$ cat config.mk
export PLATFORM = sky130hd
export DESIGN_NAME = processors_top
export DESIGN_NICKNAME = d
export VERILOG_FILES = /design/src/rtl/processors_top_pkg.sv /design/src/rtl/processors_top_fifo.sv /design/src/rtl/processors_top.sv
export SDC_FILE = /design/constraint.sdc
export NUM_CORES = 1
export LEC_CHECK = 0
export CORE_ASPECT_RATIO = 1.75
export CORE_MARGIN = 4
export CORE_UTILIZATION = 25
export CTS_CLUSTER_SIZE = 40
export DETAILED_ROUTE_END_ITERATION = 10
export GPL_TIMING_DRIVEN = 0
export PLACE_DENSITY_LB_ADDON = 0.1
export REMOVE_ABC_BUFFERS = 1
export SLEW_MARGIN = 20
export SYNTH_ARGS = -nofsm -noshare
export SYNTH_HDL_FRONTEND = slang
export SYNTH_SLANG_ARGS = --single-unit
$ cat constraint.sdc
create_clock -name clk -period 9.65 [get_ports clk]
set_input_delay 0.965 -clock clk [delete_from_list [all_inputs] [get_ports clk]]
set_output_delay 0.965 -clock clk [all_outputs]
set_load 0.1 [all_outputs]
$ cat src/rtl/processors_top_pkg.sv
// Shared types and constants for the p03 matrix-vector processor.
package fifo_pkg;

  localparam int unsigned DATA_W  = 8;
  localparam int unsigned RES_W   = 20;
  localparam int unsigned DEPTH_A = 64;
  localparam int unsigned DEPTH_B = 8;
  localparam int unsigned DEPTH_R = 8;
  localparam int unsigned N_MAX   = 7;

  typedef logic [DATA_W-1:0] data_t;
  typedef logic [RES_W-1:0]  result_t;

  typedef enum logic [2:0] {
    IDLE,
    LOAD_X,
    COMPUTE,
    WRITE,
    DONE
  } state_t;

  // Unsigned multiply-accumulate; the full product is zero-extended, no saturation.
  function automatic result_t mac(input result_t acc, input data_t a, input data_t x);
    logic [2*DATA_W-1:0] prod;
    prod = (2*DATA_W)'(a) * (2*DATA_W)'(x);
    return acc + RES_W'(prod);
  endfunction

endpackage

$ cat src/rtl/processors_top_fifo.sv
// Synchronous circular-buffer FIFO with show-ahead output and count-based flags.
module fifo #(
  parameter int unsigned WIDTH = 8,
  parameter int unsigned DEPTH = 8
) (
  input  logic             clk,
  input  logic             rst,
  input  logic             push,
  input  logic             pop,
  input  logic [WIDTH-1:0] din,
  output logic [WIDTH-1:0] dout,
  output logic             full,
  output logic             empty
);

  localparam int unsigned AW = (DEPTH > 1) ? $clog2(DEPTH) : 1;
  localparam int unsigned CW = $clog2(DEPTH + 1);

  logic [WIDTH-1:0] mem [DEPTH];
  logic [AW-1:0]    wr_ptr;
  logic [AW-1:0]    rd_ptr;
  logic [CW-1:0]    count;
  logic             do_push;
  logic             do_pop;

  assign do_push = push && !full;
  assign do_pop  = pop && !empty;
  assign full    = (count == CW'(DEPTH));
  assign empty   = (count == '0);
  assign dout    = mem[rd_ptr];

  function automatic logic [AW-1:0] ptr_next(input logic [AW-1:0] p);
    return (p == AW'(DEPTH - 1)) ? '0 : p + AW'(1);
  endfunction

  // Pointer and occupancy tracking.
  always_ff @(posedge clk or posedge rst) begin
    if (rst) begin
      wr_ptr <= '0;
      rd_ptr <= '0;
      count  <= '0;
    end else begin
      if (do_push) wr_ptr <= ptr_next(wr_ptr);
      if (do_pop)  rd_ptr <= ptr_next(rd_ptr);
      case ({do_push, do_pop})
        2'b10:   count <= count + CW'(1);
        2'b01:   count <= count - CW'(1);
        default: count <= count;
      endcase
    end
  end

  // Storage array; contents are don't-care until written.
  always_ff @(posedge clk) begin
    if (do_push) mem[wr_ptr] <= din;
  end

endmodule

$ cat src/rtl/processors_top.sv
// p03 matrix-vector processor: y = A*x over byte operands, results queued for the UART.
module processors_top
  import fifo_pkg::*;
(
  input  logic          clk,
  input  logic          rst,
  input  logic          start,
  input  logic [DATA_W-1:0] uart,
  input  logic          pop_uart,
  input  logic          push_A,
  input  logic          push_B,
  input  logic [2:0]    N,
  output logic          full_A,
  output logic          empty_A,
  output logic [RES_W-1:0] result_uart_w
);

  state_t  state, state_next;
  data_t   dout_a, dout_b;
  result_t dout_r;
  logic    full_b, empty_b, full_r, empty_r;
  logic    pop_a, pop_b, push_r, push_b_gated;
  logic [2:0] n_reg, idx, row, last;
  result_t acc;
  data_t   x_reg [N_MAX];

  assign last         = n_reg - 3'd1;
  assign push_b_gated = push_B && !full_b;
  assign result_uart_w = empty_r ? '0 : dout_r;

  fifo #(.WIDTH(DATA_W), .DEPTH(DEPTH_A)) u_fifo_a (
    .clk(clk), .rst(rst), .push(push_A), .pop(pop_a), .din(uart),
    .dout(dout_a), .full(full_A), .empty(empty_A)
  );

  fifo #(.WIDTH(DATA_W), .DEPTH(DEPTH_B)) u_fifo_b (
    .clk(clk), .rst(rst), .push(push_b_gated), .pop(pop_b), .din(uart),
    .dout(dout_b), .full(full_b), .empty(empty_b)
  );

  fifo #(.WIDTH(RES_W), .DEPTH(DEPTH_R)) u_fifo_r (
    .clk(clk), .rst(rst), .push(push_r), .pop(pop_uart), .din(acc),
    .dout(dout_r), .full(full_r), .empty(empty_r)
  );

  // State register.
  always_ff @(posedge clk or posedge rst) begin
    if (rst) state <= IDLE;
    else     state <= state_next;
  end

  // Next-state and FIFO handshake decode; each busy state stalls on its FIFO.
  always_comb begin
    state_next = state;
    pop_a      = 1'b0;
    pop_b      = 1'b0;
    push_r     = 1'b0;
    case (state)
      IDLE: begin
        if (start && (N != 3'd0)) state_next = LOAD_X;
      end
      LOAD_X: begin
        if (!empty_b) begin
          pop_b = 1'b1;
          if (idx == last) state_next = COMPUTE;
        end
      end
      COMPUTE: begin
        if (!empty_A) begin
          pop_a = 1'b1;
          if (idx == last) state_next = WRITE;
        end
      end
      WRITE: begin
        if (!full_r) begin
          push_r     = 1'b1;
          state_next = (row == last) ? DONE : COMPUTE;
        end
      end
      DONE:    state_next = IDLE;
      default: state_next = IDLE;
    endcase
  end

  // Datapath: N capture, x register file, column/row counters and accumulator.
  // idx is shared between LOAD_X and COMPUTE since they never overlap.
  always_ff @(posedge clk or posedge rst) begin
    if (rst) begin
      n_reg <= '0;
      idx   <= '0;
      row   <= '0;
      acc   <= '0;
      for (int unsigned i = 0; i < N_MAX; i++) x_reg[i] <= '0;
    end else begin
      if ((state == IDLE) && start && (N != 3'd0)) begin
        n_reg <= N;
        idx   <= '0;
        row   <= '0;
        acc   <= '0;
      end
      if (pop_b) x_reg[idx] <= dout_b;
      if (pop_a) acc <= mac(acc, dout_a, x_reg[idx]);
      if (pop_a || pop_b) idx <= (idx == last) ? 3'd0 : idx + 3'd1;
      if (push_r) begin
        acc <= '0;
        row <= row + 3'd1;
      end
    end
  end

endmodule

Word-level counts from Yosys, hierarchy flattened
Memories as Yosys holds them, arrays and structs flattened.
Cells that the tools add are included.
{ "op_classes": {"bitwise": 1, "reduce_logical": 30, "n_mux": 43, "n_eq_ne": 26, "add_sub_neg": 16, "n_mul": 1, "order_cmp": 2} }
{ "op_table": {"columns": ["cell", "count"], "rows": [
  ["$mux W20", 4],
  ["$bwmux W56", 1],
  ["$mux W3", 15],
  ["$bmux W8 S3", 1],
  ["$demux W8 S3", 1],
  ["$mux W8", 3],
  ["$add A20 B16 Y20", 1],
  ["$add A3 B1 Y3 const B", 6],
  ["$mul A8 B8 Y16", 1],
  ["$pmux W4 S2", 2],
  ["$pmux W7 S2", 1],
  ["$add A6 B1 Y6 const B", 2],
  ["$eq A3 B3 Y1 const B", 4],
  ["$eq A6 B6 Y1 const B", 2],
  ["$mux W1", 12],
  ["$mux W6", 2],
  ["$ne A2 B2 Y1 const B", 6],
  ["$pmux W3 S4", 1],
  ["$logic_and A1 B1 Y1", 11],
  ["$reduce_bool A2 Y1", 5],
  ["$add A4 B1 Y4 const B", 2],
  ["$eq A4 B4 Y1 const B", 2],
  ["$logic_not A4 Y1", 2],
  ["$sub A4 B1 Y4 const B", 2],
  ["other kinds (18)", 30]
]} }
{ "totals": {"register_bits": 127, "ram_bits": 736, "n_memories": 3} }
{ "memory_table": {"columns": ["memory", "depth", "width", "read_ports", "rd_ports_with_merged_regs", "wr", "line_no", "source"], "rows": [
  ["u_fifo_a.mem", 64, 8, 1, 0, 1, "processors_top_fifo.sv:19", "logic [WIDTH-1:0] mem [DEPTH];"],
  ["u_fifo_r.mem", 8, 20, 1, 0, 1, "processors_top_fifo.sv:19", null],
  ["u_fifo_b.mem", 8, 8, 1, 0, 1, "processors_top_fifo.sv:19", null]
]} }

Depth between registers and ports, before layout
Gate-level depths: netlist (run 1).
{ "depth": {"ltp_word": 8, "depth_mapped": 25, "depth_no_buf": 21} }

By module
Synthesis (run 1) repeated with hierarchy kept, for this count alone.
{ "unflattened": {"hier_cells": 2180, "hier_area_um2": 38064.0} }
{ "by_module_without_submodules": {"columns": ["module", "area_each_um2", "seq_area_each_um2", "n_inst", "cells_each"], "rows": [
  ["fifo (u_fifo_a)", 21109.0, 15850.2, 1, 1039],
  ["processors_top", 6941.7, 2202.1, 1, 680],
  ["fifo (u_fifo_r)", 6855.3, 5054.8, 1, 300],
  ["fifo (u_fifo_b)", 3158.0, 2172.1, 1, 161]
]} }

Least setup slack after synthesis (run 1)
No wires, ideal clock.
{ "synth_timing": {"path_kind": "register -> register", "start": "register u_fifo_a.rd_ptr[0]", "end": "register acc[19]", "period_less_slack_ns": 5.846, "slack_ns": 3.804, "path_stages_with_launch": 23, "setup_time_ns": 0.079, "t_arrival_ns": 5.767, "path_cell_list": "dfrtp_1 > buf_6 > buf_6 > mux4_2 > mux4_2 > a211o_1 > nand3_2 > nor2_1 > fa_1 > inv_1 > fa_1 > inv_1 > fa_1 > inv_1 > fa_1 > inv_1 > ha_1 > a21o_1 > a221o_1 > and4_1 > o21ai_0 > a31oi_1 > mux2i_1"} }
{ "synth_between": {"elab_chain_cells": 5} }
{ "synth_lines": {"columns": ["item", "line_no", "source"], "rows": [
  ["start: declaration", "processors_top_fifo.sv:21", "logic [AW-1:0] rd_ptr;"],
  ["start signal: assignment", "processors_top_fifo.sv:44", "if (do_pop) rd_ptr <= ptr_next(rd_ptr);"],
  ["$mem_v2 Z64 W8", null, null],
  ["$mul A8 B8 Y16", "processors_top_pkg.sv:25", "prod = (2*DATA_W)'(a) * (2*DATA_W)'(x);"],
  ["$add A20 B16 Y20", "processors_top_pkg.sv:26", "return acc + RES_W'(prod);"],
  ["$mux W20", "processors_top.sv:102", "if (pop_a) acc <= mac(acc, dout_a, x_reg[idx]);"],
  ["$mux W20", "processors_top.sv:104", "if (push_r) begin"],
  ["end signal: assignment", "processors_top.sv:102", null],
  ["end: declaration", "processors_top.sv:24", "result_t acc;"]
]} }
Every way passes these cells.
A chain may end at the register's enable or synchronous reset.

Final worst setup path (run 1)
Same ends and word-level chain as after synthesis.

==> results of run 1 <==
critical path: stages (launching register included):
cell and delay (ps):
dfrtp_4 690, buf_16 270, buf_16 270, mux4_1 620, mux4_2 590, a211oi_1 720
or2_1 360, nand2b_1 170, fa_1 430, inv_1 90, fa_1 440, fa_1 550
inv_1 50, fa_1 470, inv_1 40, ha_1 350, a21o_1 190, a221o_1 420
and4_1 290, o21ai_0 270, a31oi_1 130, mux2i_1 190
placed cells by master (no fill, tap or decap), types with 8 or more instances in the layout:
| master | instances |
|---|---|
| nor3_1 | 13 |
| clkbuf_16 | 89 |
| a211o_1 | 9 |
| ha_1 | 66 |
| buf_4 | 24 |
| a211oi_1 | 14 |
| mux4_1 | 10 |
| dfrtp_1 | 115 |
| mux4_2 | 155 |
| nor3_2 | 9 |
| o22ai_1 | 17 |
| o21ai_0 | 62 |
| buf_16 | 16 |
| clkbuf_1 | 28 |
| nand2_1 | 78 |
| clkinv_1 | 16 |
| buf_2 | 17 |
| nor2b_1 | 14 |
| a21oi_1 | 17 |
| or3_1 | 9 |
| mux2_2 | 93 |
| nand2b_1 | 25 |
| mux2i_1 | 100 |
| fa_1 | 53 |
| inv_1 | 117 |
| a221oi_1 | 10 |
| edfxtp_1 | 736 |
| nor2_1 | 152 |
| clkdlybuf4s50_1 | 30 |
| xor2_1 | 14 |
| clkinv_2 | 14 |
| nand3_1 | 22 |
| a21o_1 | 16 |
| a31oi_1 | 8 |
| xnor2_1 | 17 |
through the flow:
step	instance area (sq um)	util (%)	instances	setup TNS, ps	hold WS, ps
2_1_floorplan	36900	-	2074	-3300	456
3_3_place_gp	39800	26.8	4096	-91130	475
3_5_place_dp	40800	27.4	4156	0	490
4_1_cts	43600	29.3	4322	0	425
5_1_grt	43600	29.3	4323	0	467
6_report	43600	29.3	4323	0	503
cell type report:
cell class	count	area (sq um)	area share (%)
clock buffer	120	2370	5.44
timing repair buffer	98	1190	2.74
sequential	863	25300	58.1
multi-input combinational	1093	11300	26.0
tap	1984	2480	5.69
clock inverter	46	450	1.03
inverter	118	450	1.03
antenna	1	2.50	0.00574
worst paths after layout:
path | start | endpoint | slack [ps] | cells after the start
min | x_reg[18] | x_reg[18] | 500 | 1
min reg2reg | x_reg[18] | x_reg[18] | 500 | 1
max | u_fifo_a.rd_ptr[0] | acc[19] | 1840 | 21
min in group asynchronous | rst | u_fifo_r.rd_ptr[0] | 710 | 2
max in group asynchronous | rst | u_fifo_b.wr_ptr[1] | 8120 | 3
max reg2reg | u_fifo_a.rd_ptr[0] | acc[19] | 1840 | 21
logic make-up after synthesis:
family,share of synthesized area [%]
multiplexers,15.5
flip-flops,67.5
XOR/XNOR,0.786
AO/OA/AOI/OAI,3.69
buffers and inverters,2.56
adder cells (fa/ha/maj),5.04
AND/OR/NAND/NOR,4.88
metal layers:
metal / routed length, um / GRT usage (%) / up-vias / share of wire [%]
met5: 0 / 0 / - / 0
met4: 2690 / 4.40 / 0 / 2.8
met3: 2670 / 1.62 / 123 / 2.8
met2: 54800 / 24.4 / 296 / 57
met1: 35200 / 13.2 / 9984 / 37
li1: - / - / 8580 / -
==> key figures, run 1 <==
Floorplanning
  – Rows: 187
  – Die area: 156000 sq um
  – Die Span Y: 520 um
  – Core area: 149000 sq um
  – Die width: 300 um
  – Num ports: 39
  – Initial Util: 25.2%

Global routing
  – Vias in the first global route: 21100
  – First-pass GRT wire length: 143 mm
  – Largest net degree at the start of global routing: 75
  – Gr ovfl total: 0
  – All-layer global routing usage: 12.3%
  – Initial antenna violation count: 1

Detailed routing
  – Post-DRT Antenna Nets: 0
  – DR pass1 iterations: 5
  – Average wire per standard cell: 22.1 um
  – Via count: 19000
  – DRC viols: 0
  – Initial detailed-routing violation count: 888
  – Routed WL: 95.4 mm
  – Drt via density: 4.39

Clocking
  – CTS tree: done
  – Cts hold-fix bufs: 0
  – Root buf cell: clkbuf_16
  – Skew-Pair Late Insertion Delay: 700 ps
  – PostCTS Resize Cnt: 0
  – CTS clock-pin slew for the worst setup and hold paths: 60 ps
  – Post-CTS setup buffer count: 0
  – CTS Sinks: 863
  – CTS max path bufs: 3
  – CTS Buf Count: 88
  – H-tree depth: 3

Synth
  – Register area share after synthesis: 67.5%
  – Synthesized area per cell: 17.2 sq um
  – Synth Cell Area: 37400 sq um
  – Most common cell in the synthesized netlist: edfxtp_1
  – Dominant synthesized flop cell: edfxtp_1
  – Share of synthesized flip-flops with an asynchronous set or reset: 14.7%
  – Most frequent cells after synthesis: edfxtp_1, mux4_2, nor2_1
  – Yosys top cell by area: edfxtp_1
  – Flops & latches, synth: 863
  – Syn Inst Count: 2172
  – Distinct cell type count of the synthesized netlist: 69
  – Area fraction of the dominant cell type after synthesis: 59.0%
  – EDFF count, synth: 736
  – Syn. warnings: 0
  – Largest cells by area after synthesis: edfxtp_1, mux4_2, dfrtp_1

Timing
  – Unrepaired setup endpoints after global routing: no
  – Fin. Hold Viols: 0
  – Relative slew slack: 28.1%
  – Tcrit/Tclk final: 80.9%
  – Slew Viols, Final: 0
  – Worst Setup Slack, final: 1840 ps
  – Max Fclk: 0.128 GHz
  – Clock skew: 46.6 ps
  – Setup-failing EPs final: 0
  – Worst Max-Slew Pin Slew: 1070 ps
  – Fin crit period: 7810 ps

Final layout
  – Area Growth Syn to Fin: 16.5%
  – Most flops, register: u_fifo_a.mem
  – Regs by FF count: u_fifo_a.mem x512, u_fifo_r.mem x160, u_fifo_b.mem x64
  – Fillers: 14700
  – Net count, final: 2398
  – Layout cells sized above 1: 20.8%
  – Largest register FFs: 512

Setup path
  – Startpoint Class: register
  – Worst EP arrival: 8390 ps
  – Critical Path Sink Type: register
  – CP required: 10230 ps
  – Critical path class: reg2reg
  – Worst Path Max Fanout: 32

Job
  – MaxCap Viol Count: 0

Place
  – Post-DP HPWL: 65.7 mm
  – Global placement routability congestion: 0.765
  – Number of port buffers: 38
  – Dpl ws: 1820 ps

Run status
  – Status: complete, no violations

Min path
  – HP Class: reg2reg
Power of run 1 is not shown: default switching activity piles up to over one toggle a cycle in this logic, so the estimate is an artifact.
==> inputs of run 2 (changes only) <==
==> constraint.sdc (replaced) <==
create_clock -name clk -period 8.18 [get_ports clk]
set_input_delay 0.818 -clock clk [delete_from_list [all_inputs] [get_ports clk]]
set_output_delay 0.818 -clock clk [all_outputs]
set_load 0.1 [all_outputs]
==> results of run 2 <==
The final DEF is identical to that of run 1. Status: complete, no violations.
Main changes from that run: setup slack after placement 1820 ps -> 346 ps; setup slack after layout 1840 ps -> 368 ps; hold slack 503 ps -> 362 ps; register-to-register setup slack 1840 ps -> 370 ps; end point of the worst hold path x_reg[18] -> u_fifo_a.mem[14][2]
Power of run 2 is left out for the same reason.
